$ cat src/rtl/block_serial_subtractor_pkg.sv
// -----------------------------------------------------------------------------
// block_serial_subtractor_pkg
// Purpose : shared constants and FSM state encoding for the block-serial
//           subtractor and its slice sub-module.
// Contents: WIDTH_DEF / BLK_DEF default geometry, state_e encoding.
// -----------------------------------------------------------------------------
package block_serial_subtractor_pkg;

  localparam int WIDTH_DEF = 32;
  localparam int BLK_DEF   = 4;

  typedef enum logic [1:0] {
    IDLE = 2'b00,
    RUN  = 2'b01,
    DONE = 2'b10
  } state_e;

endpackage

$ cat src/rtl/block_serial_subtractor_sub_skip_block.sv
// -----------------------------------------------------------------------------
// sub_skip_block
// Purpose : combinational BLK-bit slice subtractor with borrow-skip.
//           d = a - b - bin (mod 2^BLK), computed as a + ~b + ~bin.
// Ports   : a, b  [BLK-1:0] in  - minuend / subtrahend slice
//           bin          in  - borrow from the less significant slice
//           d    [BLK-1:0] out - difference slice
//           bout         out - borrow to the more significant slice
// -----------------------------------------------------------------------------
module sub_skip_block
  import block_serial_subtractor_pkg::*;
#(
  parameter int BLK = BLK_DEF
) (
  input  logic [BLK-1:0] a,
  input  logic [BLK-1:0] b,
  input  logic           bin,
  output logic [BLK-1:0] d,
  output logic           bout
);

  logic [BLK:0]   sum_s;
  logic [BLK-1:0] prop_s;
  logic           skip_s;

  // Ripple sum of the slice and the block-propagate term.
  always_comb begin
    sum_s  = {1'b0, a} + {1'b0, ~b} + {{BLK{1'b0}}, ~bin};
    prop_s = a ^ ~b;
    skip_s = &prop_s;
  end

  // When every bit propagates (a == b) the incoming borrow passes straight
  // through, so the outgoing borrow does not wait on the ripple chain.
  always_comb begin
    d = sum_s[BLK-1:0];
    if (skip_s) begin
      bout = bin;
    end else begin
      bout = ~sum_s[BLK];
    end
  end

endmodule

$ cat src/rtl/block_serial_subtractor.sv
// -----------------------------------------------------------------------------
// block_serial_subtractor
// Purpose : computes A - B over WIDTH/BLK cycles, one BLK-bit slice per
//           cycle, least significant slice first, using a single shared
//           sub_skip_block.
// Ports   : clk            in  - clock, rising edge
//           rst            in  - synchronous active-high reset
//           start          in  - begin a subtraction (sampled in IDLE only)
//           A, B [WIDTH]   in  - minuend / subtrahend (captured on accept)
//           busy           out - high in RUN and DONE
//           done           out - one-cycle pulse, result valid
//           D    [WIDTH]   out - A - B mod 2^WIDTH (held until next DONE)
//           Bout           out - unsigned borrow (A < B)
//           V              out - signed overflow
//           Z              out - D == 0
// -----------------------------------------------------------------------------
module block_serial_subtractor
  import block_serial_subtractor_pkg::*;
#(
  parameter int WIDTH = WIDTH_DEF,
  parameter int BLK   = BLK_DEF
) (
  input  logic             clk,
  input  logic             rst,
  input  logic             start,
  input  logic [WIDTH-1:0] A,
  input  logic [WIDTH-1:0] B,
  output logic             busy,
  output logic             done,
  output logic [WIDTH-1:0] D,
  output logic             Bout,
  output logic             V,
  output logic             Z
);

  localparam int NBLK = WIDTH / BLK;
  localparam int IDXW = (NBLK > 1) ? $clog2(NBLK) : 1;

  state_e           state_q,  state_d;
  logic [WIDTH-1:0] a_q,      a_d;
  logic [WIDTH-1:0] b_q,      b_d;
  logic [WIDTH-1:0] acc_q,    acc_d;
  logic [IDXW-1:0]  idx_q,    idx_d;
  logic             borrow_q, borrow_d;
  logic             busy_q,   busy_d;
  logic             done_q,   done_d;
  logic [WIDTH-1:0] dout_q,   dout_d;
  logic             bout_q,   bout_d;
  logic             v_q,      v_d;
  logic             z_q,      z_d;

  int               base_s;
  logic [BLK-1:0]   slice_a_s;
  logic [BLK-1:0]   slice_b_s;
  logic [BLK-1:0]   slice_d_s;
  logic             slice_bout_s;
  logic             last_s;

  // Select the operand slice addressed by the block index.
  always_comb begin
    base_s    = int'(idx_q) * BLK;
    slice_a_s = a_q[base_s +: BLK];
    slice_b_s = b_q[base_s +: BLK];
    last_s    = (idx_q == IDXW'(NBLK - 1));
  end

  sub_skip_block #(
    .BLK (BLK)
  ) u_slice (
    .a    (slice_a_s),
    .b    (slice_b_s),
    .bin  (borrow_q),
    .d    (slice_d_s),
    .bout (slice_bout_s)
  );

  // Next-state, datapath and output-register update logic.
  always_comb begin
    state_d  = state_q;
    a_d      = a_q;
    b_d      = b_q;
    acc_d    = acc_q;
    idx_d    = idx_q;
    borrow_d = borrow_q;
    dout_d   = dout_q;
    bout_d   = bout_q;
    v_d      = v_q;
    z_d      = z_q;

    case (state_q)
      IDLE: begin
        if (start) begin
          a_d      = A;
          b_d      = B;
          acc_d    = {WIDTH{1'b0}};
          idx_d    = {IDXW{1'b0}};
          borrow_d = 1'b0;
          state_d  = RUN;
        end else begin
          state_d  = IDLE;
        end
      end
      RUN: begin
        acc_d[base_s +: BLK] = slice_d_s;
        borrow_d             = slice_bout_s;
        if (last_s) begin
          // Index wraps to zero explicitly so non-power-of-two block counts
          // also leave the counter clean for the next operation.
          idx_d   = {IDXW{1'b0}};
          state_d = DONE;
          dout_d  = acc_d;
          bout_d  = slice_bout_s;
          v_d     = (a_q[WIDTH-1] != b_q[WIDTH-1]) && (acc_d[WIDTH-1] != a_q[WIDTH-1]);
          z_d     = (acc_d == {WIDTH{1'b0}});
        end else begin
          idx_d   = idx_q + IDXW'(1);
          state_d = RUN;
        end
      end
      DONE: begin
        // start is deliberately not looked at here; the next operation is
        // accepted from IDLE on the following cycle.
        state_d = IDLE;
      end
      default: begin
        state_d = IDLE;
      end
    endcase

    busy_d = (state_d != IDLE);
    done_d = (state_d == DONE);
  end

  // State and datapath registers with synchronous reset.
  always_ff @(posedge clk) begin
    if (rst) begin
      state_q  <= IDLE;
      a_q      <= {WIDTH{1'b0}};
      b_q      <= {WIDTH{1'b0}};
      acc_q    <= {WIDTH{1'b0}};
      idx_q    <= {IDXW{1'b0}};
      borrow_q <= 1'b0;
      busy_q   <= 1'b0;
      done_q   <= 1'b0;
      dout_q   <= {WIDTH{1'b0}};
      bout_q   <= 1'b0;
      v_q      <= 1'b0;
      z_q      <= 1'b1;
    end else begin
      state_q  <= state_d;
      a_q      <= a_d;
      b_q      <= b_d;
      acc_q    <= acc_d;
      idx_q    <= idx_d;
      borrow_q <= borrow_d;
      busy_q   <= busy_d;
      done_q   <= done_d;
      dout_q   <= dout_d;
      bout_q   <= bout_d;
      v_q      <= v_d;
      z_q      <= z_d;
    end
  end

  assign busy = busy_q;
  assign done = done_q;
  assign D    = dout_q;
  assign Bout = bout_q;
  assign V    = v_q;
  assign Z    = z_q;

endmodule

$ cat config.mk
export PLATFORM = sky130hd
export DESIGN_NAME = block_serial_subtractor
export DESIGN_NICKNAME = d
export VERILOG_FILES = /design/src/rtl/block_serial_subtractor_pkg.sv /design/src/rtl/block_serial_subtractor_sub_skip_block.sv /design/src/rtl/block_serial_subtractor.sv
export SDC_FILE = /design/constraint.sdc
export NUM_CORES = 1
export LEC_CHECK = 0
export ABC_AREA = 1
export BUFFER_PORTS_ARGS = -buffer_cell sky130_fd_sc_hd__buf_2
export CELL_PAD_IN_SITES_DETAIL_PLACEMENT = 1
export CELL_PAD_IN_SITES_GLOBAL_PLACEMENT = 2
export CORE_ASPECT_RATIO = 1.1
export CORE_MARGIN = 3
export CORE_UTILIZATION = 33
export CTS_CLUSTER_SIZE = 24
export DETAILED_ROUTE_END_ITERATION = 12
export GPL_TIMING_DRIVEN = 0
export HOLD_SLACK_MARGIN = 0.06
export PLACE_DENSITY_LB_ADDON = 0.15
export SLEW_MARGIN = 20
export SYNTH_ARGS = -nofsm -noshare
export SYNTH_HDL_FRONTEND = slang
export SYNTH_SLANG_ARGS = --single-unit
$ cat constraint.sdc
create_clock -name clk -period 5.9 [get_ports clk]
set_input_delay 1.18 -clock clk [delete_from_list [all_inputs] [get_ports clk]]
set_output_delay 1.18 -clock clk [all_outputs]
set_load 0.05 [all_outputs]
=== Word-level counts from Yosys, hierarchy flattened ===
Index checks and enable logic that the tools add are counted.

* Input bits: 67
* Word-level logic and storage cells: 51
* Register bits: 139
* Output and inout bits: 37

* Reductions and logical operators: 9
* Equal/unequal tests: 6
* Shift-type cells: 4
* Bitwise logic cells: 4
* Multiplexer cells: 12
* $add $sub $neg: 4

{| class="wikitable"
|+ Operators by type and width
! operator !! count
|-
| $pmux W32 S2 || 1
|-
| $shiftx A32 B6 Y4 || 2
|-
| $neg A5 Y33 || 1
|-
| $shift A4 B33 Y32 const A || 1
|-
| $shiftx A4 B33 Y32 || 1
|-
| $bwmux W32 || 1
|-
| $logic_not A32 Y1 || 1
|-
| $mux W32 || 1
|-
| $mux W3 || 2
|-
| $pmux W3 S2 || 1
|-
| $reduce_and A2 Y1 || 3
|-
| $add A4 B4 Y5 || 1
|-
| $add A5 B1 Y5 || 1
|-
| $not A4 Y4 || 1
|-
| $pmux W2 S2 || 1
|-
| $reduce_and A4 Y1 || 1
|-
| $reduce_bool A2 Y1 || 2
|-
| $xor A4 B4 Y4 || 1
|-
| $add A3 B1 Y3 const B || 1
|-
| $eq A3 B3 Y1 const B || 1
|-
| $mux W1 || 3
|-
| $eq A2 B1 Y1 const B || 1
|-
| $eq A2 B2 Y1 const B || 1
|-
| $logic_not A2 Y1 || 1
|-
| 6 further kinds || 8
|}

=== Logic depth before layout (Yosys ltp) ===
* Word-level depth: 8
* Gate-level depth with buffers: 25

=== Hierarchy ===
Synthesis repeated with hierarchy kept, for this count alone.

* Cell total of the unflattened synthesis: 931
* Area total of the unflattened synthesis: 6480.0 µm²

{| class="wikitable"
|+ Modules (own cells, without submodules)
! module !! area an instance (µm²) !! instances !! cells an instance
|-
| block_serial_subtractor || 6274.8 || 1 || 898
|-
| sub_skip_block || 205.2 || 1 || 33
|}

=== Least setup slack after synthesis ===
Ideal clock, no wire load.

* Kind: reg-to-reg
* Start point: reg idx_q[0]
* End point: reg z_q (netlist: Z)
* Clock period less this slack: 3.228 ns
* Cell stages (with the launch flop): 21
* Arrival: 3.169 ns
* Setup time: 0.060 ns
* Required time: 5.840 ns
* Setup slack: 2.672 ns
* Cells stage by stage: dfxtp_1 > buf_2 > buf_2 > clkbuf_1 > nor2_1 > o22ai_1 > inv_1 > o21ai_0 > inv_1 > fa_1 > inv_1 > fa_1 > inv_1 > nor2_1 > o21ai_0 > nand3_1 > nor2_1 > nand3_1 > nor2_1 > nand3_1 > nand2_1

* Longest elaborated chain between the ends: 7

{| class="wikitable"
|+ Ends and longest elaborated chain
! element !! line !! source
|-
| from (decl) || block_serial_subtractor.sv:43 || <nowiki>logic [IDXW-1:0] idx_q, idx_d;</nowiki>
|-
| from (signal assigned) || block_serial_subtractor.sv:141 || <nowiki>idx_q <= {IDXW{1'b0}};</nowiki>
|-
| from (signal assigned) || block_serial_subtractor.sv:154 || <nowiki>idx_q <= idx_d;</nowiki>
|-
| $shiftx A32 B6 Y4 || block_serial_subtractor.sv:63 || <nowiki>slice_b_s = b_q[base_s +: BLK];</nowiki>
|-
| $not A4 Y4 || block_serial_subtractor_sub_skip_block.sv:28 || <nowiki>sum_s = {1'b0, a} + {1'b0, ~b} + {{BLK{1'b0}}, ~bin};</nowiki>
|-
| $add A4 B4 Y5 || block_serial_subtractor_sub_skip_block.sv:28 ||
|-
| $add A5 B1 Y5 || block_serial_subtractor_sub_skip_block.sv:28 ||
|-
| $shiftx A4 B33 Y32 || block_serial_subtractor.sv:104 || <nowiki>acc_d[base_s +: BLK] = slice_d_s;</nowiki>
|-
| $bwmux W32 || block_serial_subtractor.sv:104 ||
|-
| $logic_not A32 Y1 || block_serial_subtractor.sv:114 || <nowiki>z_d = (acc_d == {WIDTH{1'b0}});</nowiki>
|-
| to (signal assigned) || block_serial_subtractor.sv:161 || <nowiki>z_q <= z_d;</nowiki>
|-
| to (decl) || block_serial_subtractor.sv:50 || <nowiki>logic z_q, z_d;</nowiki>
|}

Several ways; a longest one is shown, not always the timed one.
A chain may end at the register's enable or synchronous reset.

=== Worst setup path after layout ===
Ends and elaborated chain as after synthesis.

==> flow_summary.toml <==
[run_status]
outcome = "complete, no violations"

[floorplanning]
core_area_um2 = 18610
ios = 104
start_util_pct = 34.05
fp.dieH_um = 151.3
rows = 52
die_width_um = 138.1
die_area_um2 = 20900

[sta]
tightest_slew_ns = 0.8580
period_share_pct = 72.56
hold_ws_ns = 0.4637
rsz0062_at_grt = "no"
layout_min_cycle_time_ns = 4.281
setup_tns_ns = 0
maxSlewViolCount = 0
fmax_ghz = 0.2336
finalHoldViolCount = 0
fin_skew_ns = 0.01048
slew_headroom_pct = 42.59
setup_viol = 0

[clocking]
postCtsResizedCells = 0
root_buffer = "clkbuf_16"
cts_hold_buf = 0
ctsLongestPathBuffers = 2
cts.sinks = 139
post_cts_buffers = 0
cts-htree-levels = 4
clock_latency_ns = 0.43
clk_pin_slew_ns = 0.06
cts_tree = "built"
cts_buffers = 17

[critical_path]
cp-end-kind = "flip-flop"
cp.arrival_ns = 4.65
crit_path_max_fanout = 10
max_stage_delay_ns = 0.49
criticalPathCategory = "reg2reg"
worstPathRequired_ns = 6.27
slowest_stage = "fa_1"
startpoint_type = "flip-flop"
crit_chain = "buf_2 -> buf_2 -> clkbuf_1 -> nor2_1 -> o22ai_1 -> inv_1 -> o21ai_0 -> inv_1 -> fa_1 -> inv_1 -> fa_1 -> nand4_1 -> inv_1 -> nand2_1 -> nand2_1 -> nor2_1 -> nand3_1 -> nor2_1 -> nand2_1 -> nor2_1 -> nand3_1 -> nand2_1"

[layout]
final_area_um2 = 7799
fillers = 2442
final_layout_size_suffix_gt1_share_pct = 15.50
final_nets = 1125
area_growth_pct = 23.08
diodes = 0

[route]
num_vias = 6342
via_per_inst = 4.875
drtIter0Drc = 227
drc = 0
drt_wl_total_mm = 21.68
drt-pass1-iter-count = 4
drtAntennaViolNets = 0
wl_per_cell_um = 16.67

[place]
io_buffers = 102
dp_hpwl_mm = 16.52
place.gp.congestion = 0.8495
place_area_um2 = 7151

[synth]
synth_edf_count = 0
synth-seq-area-share_pct = 43.92
synth_nets = 1004
syn_area_um2 = 6336
synth_cell_types = 34
yosys.area.top_type_share_pct = 43.92
yosysWarnings = 0
synth_most_common_cell = "nor2_1"
synth_area_leader_cell = "dfxtp_1"
synth_common_cells = "195 x nor2_1, 179 x nand2_1, 139 x dfxtp_1"
async_flop_share_pct = 0
ys_seq_elements = 139
synth_flop_cell = "dfxtp_1"
synth.area.top_cells = "dfxtp_1 44%, nor2_1 12%, nand2_1 11%"
synth_cells = 924
post_synth.cell_area_avg_um2 = 6.857

[pwr]
p_per_area_nw_per_um2 = 330.3
peakVddDrop_v = 0.0002073
power_frac_comb_pct = 14.9
leakage_uw = 0.003488
p_int_uw = 1859
pwr-share-seq_pct = 39.1
swShare_pct = 27.83
power.share.clock_pct = 46.0
p_sw_uw = 717.0

[global_route]
grt_max_degree = 17
grt_pass1_wl_mm = 34.42
globalRouteTotalUtil_pct = 21.01
first_global_vias = 6535
antenna_found_initial = 0
overflow = 0

[job]
max_cap_violations = 0

[min_path]
hold_class = "reg2reg"
-- kinds of logic after synthesis --
family	Yosys count	share of synthesized area (%)
flip-flops	139	43.92
AND/OR/NAND/NOR	471	30.57
adder cells (fa/ha/maj)	13	2.804
AO/OA/AOI/OAI	193	15.96
buffers and inverters	108	6.753
-- flip-flops by register name (all words and copies together), names as in the netlist, 2 cells and up --
| signal | flops |
|---|---|
| idx_q | 3 |
| b_q | 32 |
| a_q | 32 |
| state_q | 2 |
| D | 32 |
| acc_q | 32 |
-- power groups by stage --
stage                     clock [uW]  combinational (uW)  sequential, uW
after floorplan                    0                 256            1020
after global placement             0                 381            1030
after detailed placement           0                 387            1030
after CTS                       1210                 390            1010
after global routing            1240                 442            1010
final                           1190                 384            1010
-- metal layers --
layer	part of all wire, %	vias to the layer above	global-route usage [%]
met5	0	-	0
met2	51	91	39.45
met1	44	2983	24.04
li1	-	3242	-
met3	2.4	26	3.379
met4	2.4	0	7.955
-- layout by cell type (no fill, tap or decap), types with 2 or more instances in the layout --
cell type,netlist,final
nor2_1,195,195
nand2_1,179,179
dfxtp_1,139,139
o21ai_0,129,129
buf_2,7,109
nand3_1,68,68
inv_1,48,48
clkbuf_1,42,44
a21oi_1,40,40
clkbuf_16,0,17
ha_1,11,11
o22ai_1,9,9
or2_2,9,9
nand4_1,6,6
bufinv_16,0,5
inv_2,4,4
o221ai_1,4,4
nand2_2,4,4
clkinv_4,0,4
buf_1,3,3
o211ai_1,3,3
o21ai_1,3,3
or2_1,3,3
nor3_1,2,2
a31oi_1,2,2
nor2_2,2,2
fa_1,2,2
inv_6,0,2
-- final timing paths --
| check | depth (start not counted) | to | slack [ns] | from |
|---|---|---|---|---|
| worst max register to register | 22 | Z | 1.62 | idx_q[0] |
| worst min register to register | 2 | acc_q[14] | 0.46 | acc_q[14] |
| worst max-delay path | 22 | Z | 1.62 | idx_q[0] |
| worst min-delay path | 2 | acc_q[14] | 0.46 | acc_q[14] |
-- stage by stage --
| stage | power (uW) | setup slack [ns] | util [%] | cells |
|---|---|---|---|---|
| finish | 2576 | 1.619 | 41.91 | 1301 |
| global route | 2695 | 1.245 | 41.91 | 1301 |
| CTS | 2603 | 1.597 | 41.91 | 1301 |
| detailed placement | 1414 | 1.621 | 38.43 | 1269 |
| global placement | 1407 | 1.653 | 38.43 | 1269 |
| floorplan | 1276 | 2.672 | - | 924 |
-- cell type report --
cell class                 count  area (um2)  share of cell area (%)
inverter                      54       205.2                   2.631
buffer                        54       222.7                   2.856
clock inverter                13       215.2                   2.760
tap                          243       304.0                   3.899
multi-input combinational    677        3126                   40.08
timing repair buffer         102       510.5                   6.546
clock buffer                  19       432.9                   5.551
sequential                   139        2783                   35.68
-- critical path: cells and delay by family (launching register included) --
family          cells  cell delay, ns
flops               1            0.41
buf+inv             7            1.29
compound gates      2            0.42
simple gates       11            1.20
fa+ha+maj           2            0.91
Note: power is estimated with default switching activity, not from simulation.
